`src/rtl/instr_decode_stage.sv`:
```
// Registered instruction-decode stage with a 2-entry skid buffer (out reg + skid reg).
// Optional perf counters (perf_decoded/perf_illegal) are enabled by defining DECODE_PERF_CNT_EN.
module instr_decode_stage #(
    parameter int unsigned XLEN     = 32,
    parameter int unsigned NUM_REGS = 32,
    parameter int unsigned PC_W     = 32
) (
    input  logic            clk,
    input  logic            rst,
    input  logic            flush,
    input  logic            in_valid,
    output logic            in_ready,
    input  logic [31:0]     in_instr,
    input  logic [PC_W-1:0] in_pc,
    output logic            out_valid,
    input  logic            out_ready,
    output logic [6:0]      out_op,
    output logic [2:0]      out_funct3,
    output logic [4:0]      out_rd,
    output logic [4:0]      out_rs1,
    output logic [4:0]      out_rs2,
    output logic [4:0]      out_cond,
    output logic [XLEN-1:0] out_imm,
    output logic [PC_W-1:0] out_pc,
    output logic            out_uses_rs1,
    output logic            out_uses_rs2,
    output logic            out_writes_rd,
    output logic            out_illegal
`ifdef DECODE_PERF_CNT_EN
    ,
    output logic [31:0]     perf_decoded,
    output logic [31:0]     perf_illegal
`endif
);

    localparam int unsigned CNT_W = 32;

    localparam logic [6:0] OP_NOP    = 7'h00;
    localparam logic [6:0] OP_LD     = 7'h03;
    localparam logic [6:0] OP_ARITHI = 7'h13;
    localparam logic [6:0] OP_AUIPC  = 7'h17;
    localparam logic [6:0] OP_ST     = 7'h23;
    localparam logic [6:0] OP_ARITH  = 7'h33;
    localparam logic [6:0] OP_LUI    = 7'h37;
    localparam logic [6:0] OP_BR     = 7'h63;
    localparam logic [6:0] OP_JALR   = 7'h67;
    localparam logic [6:0] OP_JAL    = 7'h6F;

    typedef struct packed {
        logic [6:0]      op;
        logic [2:0]      funct3;
        logic [4:0]      rd;
        logic [4:0]      rs1;
        logic [4:0]      rs2;
        logic [4:0]      cond;
        logic [XLEN-1:0] imm;
        logic [PC_W-1:0] pc;
        logic            uses_rs1;
        logic            uses_rs2;
        logic            writes_rd;
        logic            illegal;
    } bundle_t;

    bundle_t         dec;
    bundle_t         out_q;
    bundle_t         skid_q;
    logic            skid_valid;
    logic            in_fire;

    logic [6:0]      f_op;
    logic [2:0]      f_funct3;
    logic [4:0]      f_rd;
    logic [4:0]      f_rs1;
    logic [4:0]      f_rs2;
    logic [6:0]      f_funct7;
    logic            use1;
    logic            use2;
    logic            wr;
    logic            bad;
    logic [4:0]      cond;
    logic [XLEN-1:0] imm;

    assign f_op     = in_instr[6:0];
    assign f_rd     = in_instr[11:7];
    assign f_funct3 = in_instr[14:12];
    assign f_rs1    = in_instr[19:15];
    assign f_rs2    = in_instr[24:20];
    assign f_funct7 = in_instr[31:25];
    assign in_fire  = in_valid & in_ready;

    // Opcode class decode: operand usage, immediate format and encoding legality
    always_comb begin
        use1 = 1'b0;
        use2 = 1'b0;
        wr   = 1'b0;
        bad  = 1'b0;
        cond = 5'd0;
        imm  = '0;
        case (f_op)
            OP_ARITH: begin
                use1 = 1'b1;
                use2 = 1'b1;
                wr   = 1'b1;
                bad  = (f_funct7 != 7'd0);
            end
            OP_ARITHI, OP_JALR: begin
                use1 = 1'b1;
                wr   = 1'b1;
                imm  = XLEN'($signed(in_instr[31:20]));
            end
            OP_LD: begin
                use1 = 1'b1;
                wr   = 1'b1;
                imm  = XLEN'($signed(in_instr[31:20]));
                bad  = (f_funct3 inside {3'd3, 3'd6, 3'd7});
            end
            OP_ST: begin
                use1 = 1'b1;
                use2 = 1'b1;
                imm  = XLEN'($signed({in_instr[31:25], in_instr[11:7]}));
                bad  = (f_funct3 > 3'd2);
            end
            OP_LUI, OP_AUIPC: begin
                wr  = 1'b1;
                imm = XLEN'($signed({in_instr[31:12], 12'b0}));
            end
            OP_JAL: begin
                wr  = 1'b1;
                imm = XLEN'($signed({in_instr[31:12], 1'b0}));
            end
            OP_BR: begin
                cond = f_rd;
                imm  = XLEN'($signed({in_instr[31:12], 1'b0}));
                bad  = (f_rd > 5'd12);
            end
            OP_NOP: ;
            default: bad = 1'b1;
        endcase
        if (use1 && (32'(f_rs1) >= NUM_REGS)) bad = 1'b1;
        if (use2 && (32'(f_rs2) >= NUM_REGS)) bad = 1'b1;
        if (wr   && (32'(f_rd)  >= NUM_REGS)) bad = 1'b1;
    end

    // Assemble the bundle; illegal instructions carry only op/funct3/pc
    always_comb begin
        dec        = '0;
        dec.op     = f_op;
        dec.funct3 = f_funct3;
        dec.pc     = in_pc;
        dec.illegal = bad;
        if (!bad) begin
            dec.uses_rs1  = use1;
            dec.uses_rs2  = use2;
            dec.writes_rd = wr && (f_rd != 5'd0);
            dec.rd        = (wr && (f_rd != 5'd0)) ? f_rd : 5'd0;
            dec.rs1       = use1 ? f_rs1 : 5'd0;
            dec.rs2       = use2 ? f_rs2 : 5'd0;
            dec.cond      = cond;
            dec.imm       = imm;
        end
    end

    // Skid buffer: in_ready is registered as "skid will be empty next cycle"
    always_ff @(posedge clk or posedge rst) begin
        if (rst) begin
            out_q      <= '0;
            skid_q     <= '0;
            out_valid  <= 1'b0;
            skid_valid <= 1'b0;
            in_ready   <= 1'b1;
        end else if (flush) begin
            out_valid  <= 1'b0;
            skid_valid <= 1'b0;
            in_ready   <= 1'b1;
        end else if (!out_valid || out_ready) begin
            if (skid_valid) begin
                out_q      <= skid_q;
                out_valid  <= 1'b1;
                skid_valid <= 1'b0;
                in_ready   <= 1'b1;
            end else if (in_fire) begin
                out_q     <= dec;
                out_valid <= 1'b1;
            end else begin
                out_valid <= 1'b0;
            end
        end else if (in_fire) begin
            skid_q     <= dec;
            skid_valid <= 1'b1;
            in_ready   <= 1'b0;
        end
    end

    assign out_op        = out_q.op;
    assign out_funct3    = out_q.funct3;
    assign out_rd        = out_q.rd;
    assign out_rs1       = out_q.rs1;
    assign out_rs2       = out_q.rs2;
    assign out_cond      = out_q.cond;
    assign out_imm       = out_q.imm;
    assign out_pc        = out_q.pc;
    assign out_uses_rs1  = out_q.uses_rs1;
    assign out_uses_rs2  = out_q.uses_rs2;
    assign out_writes_rd = out_q.writes_rd;
    assign out_illegal   = out_q.illegal;

`ifdef DECODE_PERF_CNT_EN
    // Delivery counters; flush does not touch them
    always_ff @(posedge clk or posedge rst) begin
        if (rst) begin
            perf_decoded <= '0;
            perf_illegal <= '0;
        end else if (out_valid && out_ready) begin
            perf_decoded <= perf_decoded + CNT_W'(1);
            if (out_q.illegal) perf_illegal <= perf_illegal + CNT_W'(1);
        end
    end
`endif

endmodule

```
`config.mk`:
```
export PLATFORM = sky130hd
export DESIGN_NAME = instr_decode_stage
export DESIGN_NICKNAME = d
export VERILOG_FILES = /design/src/rtl/instr_decode_stage.sv
export SDC_FILE = /design/constraint.sdc
export NUM_CORES = 1
export LEC_CHECK = 0
export CAP_MARGIN = 20
export CORE_UTILIZATION = 38
export CTS_BUF_LIST = sky130_fd_sc_hd__clkbuf_8 sky130_fd_sc_hd__clkbuf_16
export DETAILED_ROUTE_END_ITERATION = 12
export GPL_TIMING_DRIVEN = 0
export PLACE_DENSITY = 0.57
export SLEW_MARGIN = 25
export SYNTH_ARGS = -nofsm -noshare
export SYNTH_HDL_FRONTEND = slang
export SYNTH_SLANG_ARGS = --single-unit
```
`constraint.sdc`:
```
create_clock -name clk -period 19.15 [get_ports clk]
set_input_delay 3.83 -clock clk [delete_from_list [all_inputs] [get_ports clk]]
set_output_delay 3.83 -clock clk [all_outputs]
set_load 0.01 [all_outputs]
```
## Word level (Yosys, flattened, before mapping)

Cells that the tools add are included.

- Logic and storage cells: 89
- Register bits: 199
- Output and inout bits: 100

- Equality and inequality tests: 13
- Muxes and demuxes: 24
- Magnitude comparators: 2
- Reductions and logical operators: 20
- Bitwise gates (word level): 3

Operators with widths:

| operator | number |
|---|---|
| 98-bit two-way mux | 2 |
| 32-bit case mux with 4 select lines | 1 |
| 52-bit two-way mux | 1 |
| 7-bit by 6-bit == test with 1-bit output (second input constant) | 3 |
| 7-bit == test (second input constant) | 3 |
| 5-bit two-way mux | 4 |
| 7-bit by 5-bit == test with 1-bit output (second input constant) | 2 |
| 1-bit two-way mux | 14 |
| 7-bit by 2-bit == test with 1-bit output (second input constant) | 1 |
| 7-bit zero test | 1 |
| 7-bit nonzero test | 1 |
| 7-bit OR reduction | 1 |
| 3-bit == test (second input constant) | 2 |
| 3-bit AND reduction | 2 |
| 3-bit nonzero test | 2 |
| 2-bit OR reduction | 3 |
| 6-bit OR reduction | 1 |
| 5-bit by 4-bit greater-than comparator with 1-bit output (second input constant) | 1 |
| 1-bit case mux with 5 select lines | 1 |
| 5-bit nonzero test | 1 |
| 5-bit OR reduction | 1 |
| 2-bit nonzero test | 2 |
| 3-bit by 2-bit == test with 1-bit output (second input constant) | 1 |
| 3-bit by 2-bit greater-than comparator with 1-bit output (second input constant) | 1 |
| other kinds (9) | 10 |

## Longest topological paths before layout

- Depth after elaboration: 8
- Depth in mapped cells: 8
- Depth with buffers taken out: 5

## Least setup slack after synthesis

OpenSTA, ideal clock, no wires.

- Kind: input to register
- Start point: input in_instr[1]
- End point: register out_q, in the netlist out_rd[4]
- Path buffers: 2
- Data required time: 19.018 ns
- Cell stages on the path: 7
- Arrival time: 5.050 ns
- Path slack: 13.969 ns
- Cell sequence: buf_4 > nand4bb_4 > nor3b_4 > nand3_4 > buf_2 > nand4_1 > o22ai_1

- Word-level cells in the longest chain between the ends: 8
- Elaborated cells between the ends (all ways): 19

Ends and longest elaborated chain:

| element | line | RTL |
|---|---|---|
| start: declaration | 13 | `input logic [31:0] in_instr,` |
| 7-bit == test (tied with other cells) | 99 | `case (f_op)` |
| 7-bit OR reduction (no line) | -- |  |
| 1-bit two-way mux | 99 |  |
| 1-bit logical AND | 155 | `dec.rd = (wr && (f_rd != 5'd0)) ? f_rd : 5'd0;` |
| 5-bit two-way mux | 155 |  |
| 52-bit two-way mux * | 151 | `if (!bad) begin` |
| 98-bit two-way mux * | 181 | `end else if (in_fire) begin` |
| 98-bit two-way mux * | 176 | `if (skid_valid) begin` |
| end signal: assignment | 177 | `out_q <= skid_q;` |
| end: declaration | 65 | `bundle_t out_q;` |

Mark *: on every way between the ends. The rest lies on a longest branch, timed or not. The select of a mux whose other input is x is not followed.
A chain may end at the register's enable or synchronous reset.

## Final worst setup path

- Start point: input in_valid
- End point: register out_q, in the netlist out_imm[1]

- Word-level cells in the longest chain between the ends: 3

Ends and longest elaborated chain:

| element | line | RTL |
|---|---|---|
| start: declaration | 11 | `input logic in_valid,` |
| 1-bit AND | 89 | `assign in_fire = in_valid & in_ready;` |
| 2-bit nonzero test (no line) | -- |  |
| 3-bit AND reduction (no line) | -- |  |

Every way passes these cells.

==> flow_summary.toml <==
[route]
post_detailed_route_drc_marker_count = 0
dr_total_vias = 7858
vias_per_cell = 5.253
firstDrtPassIters = 8
routed_len_inst_um = 19.12
drt_wl_total_um = 28610
detail-route-antenna-nets = 0
drt_iter0_markers = 599

[pwr]
power_density_over_the_cells_nw_per_um2 = 87.39
ir_drop_mv = 0.04777
leakagePower_nw = 5.160
post-layout-total-power_w = 0.001053

[global_route]
grt_use_met1 = 0.3404
antenna_violations_before_repair = 0
global_route.usage.met3 = 0.03840
first_global_vias = 7494
grt_most_used_layer = "met2"
wire_length_of_the_first_global_routing_pass_um = 44920
total_routing_usage_reported_by_global_routing = 0.2311
largest_net_degree_at_the_start_of_global_routing = 95
global_route.usage.met2 = 0.3461
grt-ovfl-total = 0

[yosys]
yosysWarnings = 0
postSynthNetCount = 1047
yosys.area.top_type_share = 0.5310
netlist_instances = 978
synth-main-ff-cell = "sky130_fd_sc_hd__dfrtp_1"
synth-edff-count = 0
yosysTopAreaCell = "sky130_fd_sc_hd__dfrtp_1"
synth_seq_cells = 199
post_synth_instance_area_um2 = 9331
sequential_fraction_of_the_synthesis_area = 0.5338
syn_avg_cell_area_um2 = 9.541
synthArstFlopShare = 1.000
synthDistinctLibCells = 59
netlist_top_cells_area = "sky130_fd_sc_hd__dfrtp_1 53%, sky130_fd_sc_hd__nand2_1 11%, sky130_fd_sc_hd__o21ai_0 5.1%, sky130_fd_sc_hd__mux2i_1 4.5%, sky130_fd_sc_hd__a21oi_1 2.6%"

[clock_network]
ctsHtreeMaxLevel = 4
post-cts-setup-buffer-count = 0
cts_resized = 0
cts.sinks = 199
clk_latency_ns = 0.44
clockBufferDepth = 2
cts_buffers = 17
holdBufCountCts = 0
clock_tree_from_tritoncts = "built"
root_buffer = "sky130_fd_sc_hd__clkbuf_16"
cts.clk_slew.worst_paths_ns = 0.08

[critical_path]
required_ns = 19.52
path_max_fanout = 10
crit_path_start_kind = "input port"
critPathArrivalTime_ns = 6.33
type_of_destination_of_the_critical_path = "flip-flop"
criticalPathCategory = "in -> reg"

[timing]
timing_hold_violations_final = 0
tns_ns = 0
worst_slew_pin_slew_ns = 0.7781
clock_skew_ns = 0.01179
period_share = 0.3113
timing.slew.headroom = 0.4813
setup_slack_ns = 13.19
post-route-min-period_ns = 5.962
grt_setup_unrepaired = "no"
final_max_slew_viol_count = 0
timing.fmax_mhz = 167.7
final_setup_violations = 0

[place]
portBuffers = 165
postPlaceCellArea_um2 = 11440
dpl.hpwl_um = 20610
place.gp.congestion = 0.8495
preCtsSetupSlack_ns = 12.75

[floorplanning]
ioPinCount = 169
core-area_um2 = 23750
die-area_um2 = 25190
placement_rows = 56
initial_core_util = 0.3929
die-height_um = 158.7
die_x_um = 158.7

[final_layout]
insertedDiodeCount = 0
finish.net_count = 1233
drive_above_1_share = 0.09091
design_area_um2 = 12040
syn2layout_area_growth_pct = 29.07

[status]
run_status = "finished clean"

[worst_hold_path]
hold_path_class = "reg -> reg"

[run]
max-cap-violations = 0
## metrics by stage
step                  util  instances  hold slack (ns)
global route        0.5071       1496           0.4897
global placement    0.4792       1462           0.4504
floorplan                -        978           0.4403
CTS                 0.5071       1496           0.4749
detailed placement  0.4818       1464           0.4575
finish              0.5071       1496           0.4738
## layout make-up
cell class                 count  area, um^2
clock buffer                  17       425.4
inverter                       6       30.03
fill                        2221       11710
buffer                        76       437.9
clock inverter                15       173.9
multi-input combinational    697        3890
tap                          319       399.1
timing repair buffer         167        1707
sequential                   199        4981
## flip-flops by register name (all words and copies together), names as in the netlist
| name | cells |
|---|---|
| out_rs2 | 5 |
| out_writes_rd | 1 |
| skid_valid | 1 |
| out_op | 7 |
| out_imm | 32 |
| out_uses_rs1 | 1 |
| out_pc | 32 |
| in_ready | 1 |
| out_illegal | 1 |
| out_valid | 1 |
| out_cond | 5 |
| out_rd | 5 |
| out_rs1 | 5 |
| out_funct3 | 3 |
| skid_q | 98 |
| out_uses_rs2 | 1 |
## report_power, final
part	total, W	switching (W)	internal (W)
clock network	0.000368	0.000190	0.000178
logic	0.000186	0.0000958	0.0000900
registers	0.000499	0.0000279	0.000471
total	0.00105	0.000313	0.000739
## cell families (layout without fill, tap and decap cells)
group	Yosys count	count (layout)	share of synthesized area
compound gates	249	249	0.1677
xor+xnor	1	1	0.0009388
buf+inv	82	281	0.04934
flops	199	199	0.5338
mux	43	43	0.04626
simple gates	404	404	0.2019
## worst max-delay path, stage by stage
cell and delay (ns):
sky130_fd_sc_hd__clkdlybuf4s50_1 0.52, sky130_fd_sc_hd__a21oi_1 0.16, sky130_fd_sc_hd__nor3_4 0.39, sky130_fd_sc_hd__clkbuf_1 0.52
sky130_fd_sc_hd__clkbuf_1 0.61, sky130_fd_sc_hd__nand3_1 0.17, sky130_fd_sc_hd__nand3_1 0.13
## layout by cell type, fill, tap and decap left out, types with 26 or more instances in the layout
cell and instances:
sky130_fd_sc_hd__mux2i_1 42, sky130_fd_sc_hd__clkdlybuf4s50_1 165, sky130_fd_sc_hd__dfrtp_1 198, sky130_fd_sc_hd__nand2_1 279
sky130_fd_sc_hd__clkbuf_1 42, sky130_fd_sc_hd__a21oi_1 48, sky130_fd_sc_hd__o21ai_1 27, sky130_fd_sc_hd__and3_1 26
sky130_fd_sc_hd__nand3_1 42, sky130_fd_sc_hd__o21ai_0 95
## synthesized netlist by cell type, types with 3 or more instances
master / instances
sky130_fd_sc_hd__nand3_1: 42
sky130_fd_sc_hd__nor3_1: 4
sky130_fd_sc_hd__dfrtp_1: 198
sky130_fd_sc_hd__o31ai_1: 21
sky130_fd_sc_hd__o31ai_2: 13
sky130_fd_sc_hd__inv_1: 6
sky130_fd_sc_hd__buf_4: 5
sky130_fd_sc_hd__clkbuf_8: 8
sky130_fd_sc_hd__buf_2: 12
sky130_fd_sc_hd__a22o_1: 4
sky130_fd_sc_hd__o21ai_1: 27
sky130_fd_sc_hd__buf_6: 5
sky130_fd_sc_hd__nor2_1: 10
sky130_fd_sc_hd__a21oi_1: 48
sky130_fd_sc_hd__nand2_1: 279
sky130_fd_sc_hd__o21ai_0: 95
sky130_fd_sc_hd__nand4bb_1: 7
sky130_fd_sc_hd__nand2b_1: 3
sky130_fd_sc_hd__o22ai_1: 5
sky130_fd_sc_hd__a21oi_2: 7
sky130_fd_sc_hd__a211oi_1: 3
sky130_fd_sc_hd__nand4_1: 3
sky130_fd_sc_hd__and2_1: 4
sky130_fd_sc_hd__clkbuf_1: 42
sky130_fd_sc_hd__buf_1: 3
sky130_fd_sc_hd__a221o_1: 8
sky130_fd_sc_hd__mux2i_1: 42
sky130_fd_sc_hd__a22oi_1: 6
sky130_fd_sc_hd__and3_1: 26
sky130_fd_sc_hd__o211ai_1: 6
## layer usage
| metal | routed length, um | share of wire |
|---|---|---|
| met1 | 13530 | 0.47 |
| met2 | 12920 | 0.45 |
| met3 | 1624 | 0.057 |
| met4 | 534 | 0.019 |
| met5 | 0 | 0 |
## path summary, 6_finish.rpt
path                                        start                      end  slack (ns)  depth (start not counted)
setup / recovery                         in_valid   out_imm[1]$_DFFE_PP0P_       13.19                          7
hold / removal             skid_q[47]$_DFFE_PP0P_   skid_q[47]$_DFFE_PP0P_        0.47                          2
setup reg to reg             in_ready$_DFFE_PP1P_   out_imm[1]$_DFFE_PP0P_       16.55                          6
hold reg to reg            skid_q[47]$_DFFE_PP0P_   skid_q[47]$_DFFE_PP0P_        0.47                          2
max in group asynchronous                     rst  out_imm[10]$_DFFE_PP0P_       14.26                          4
min in group asynchronous                     rst   out_pc[24]$_DFFE_PP0P_        3.72                          2
(Power assumes the default switching activity.)
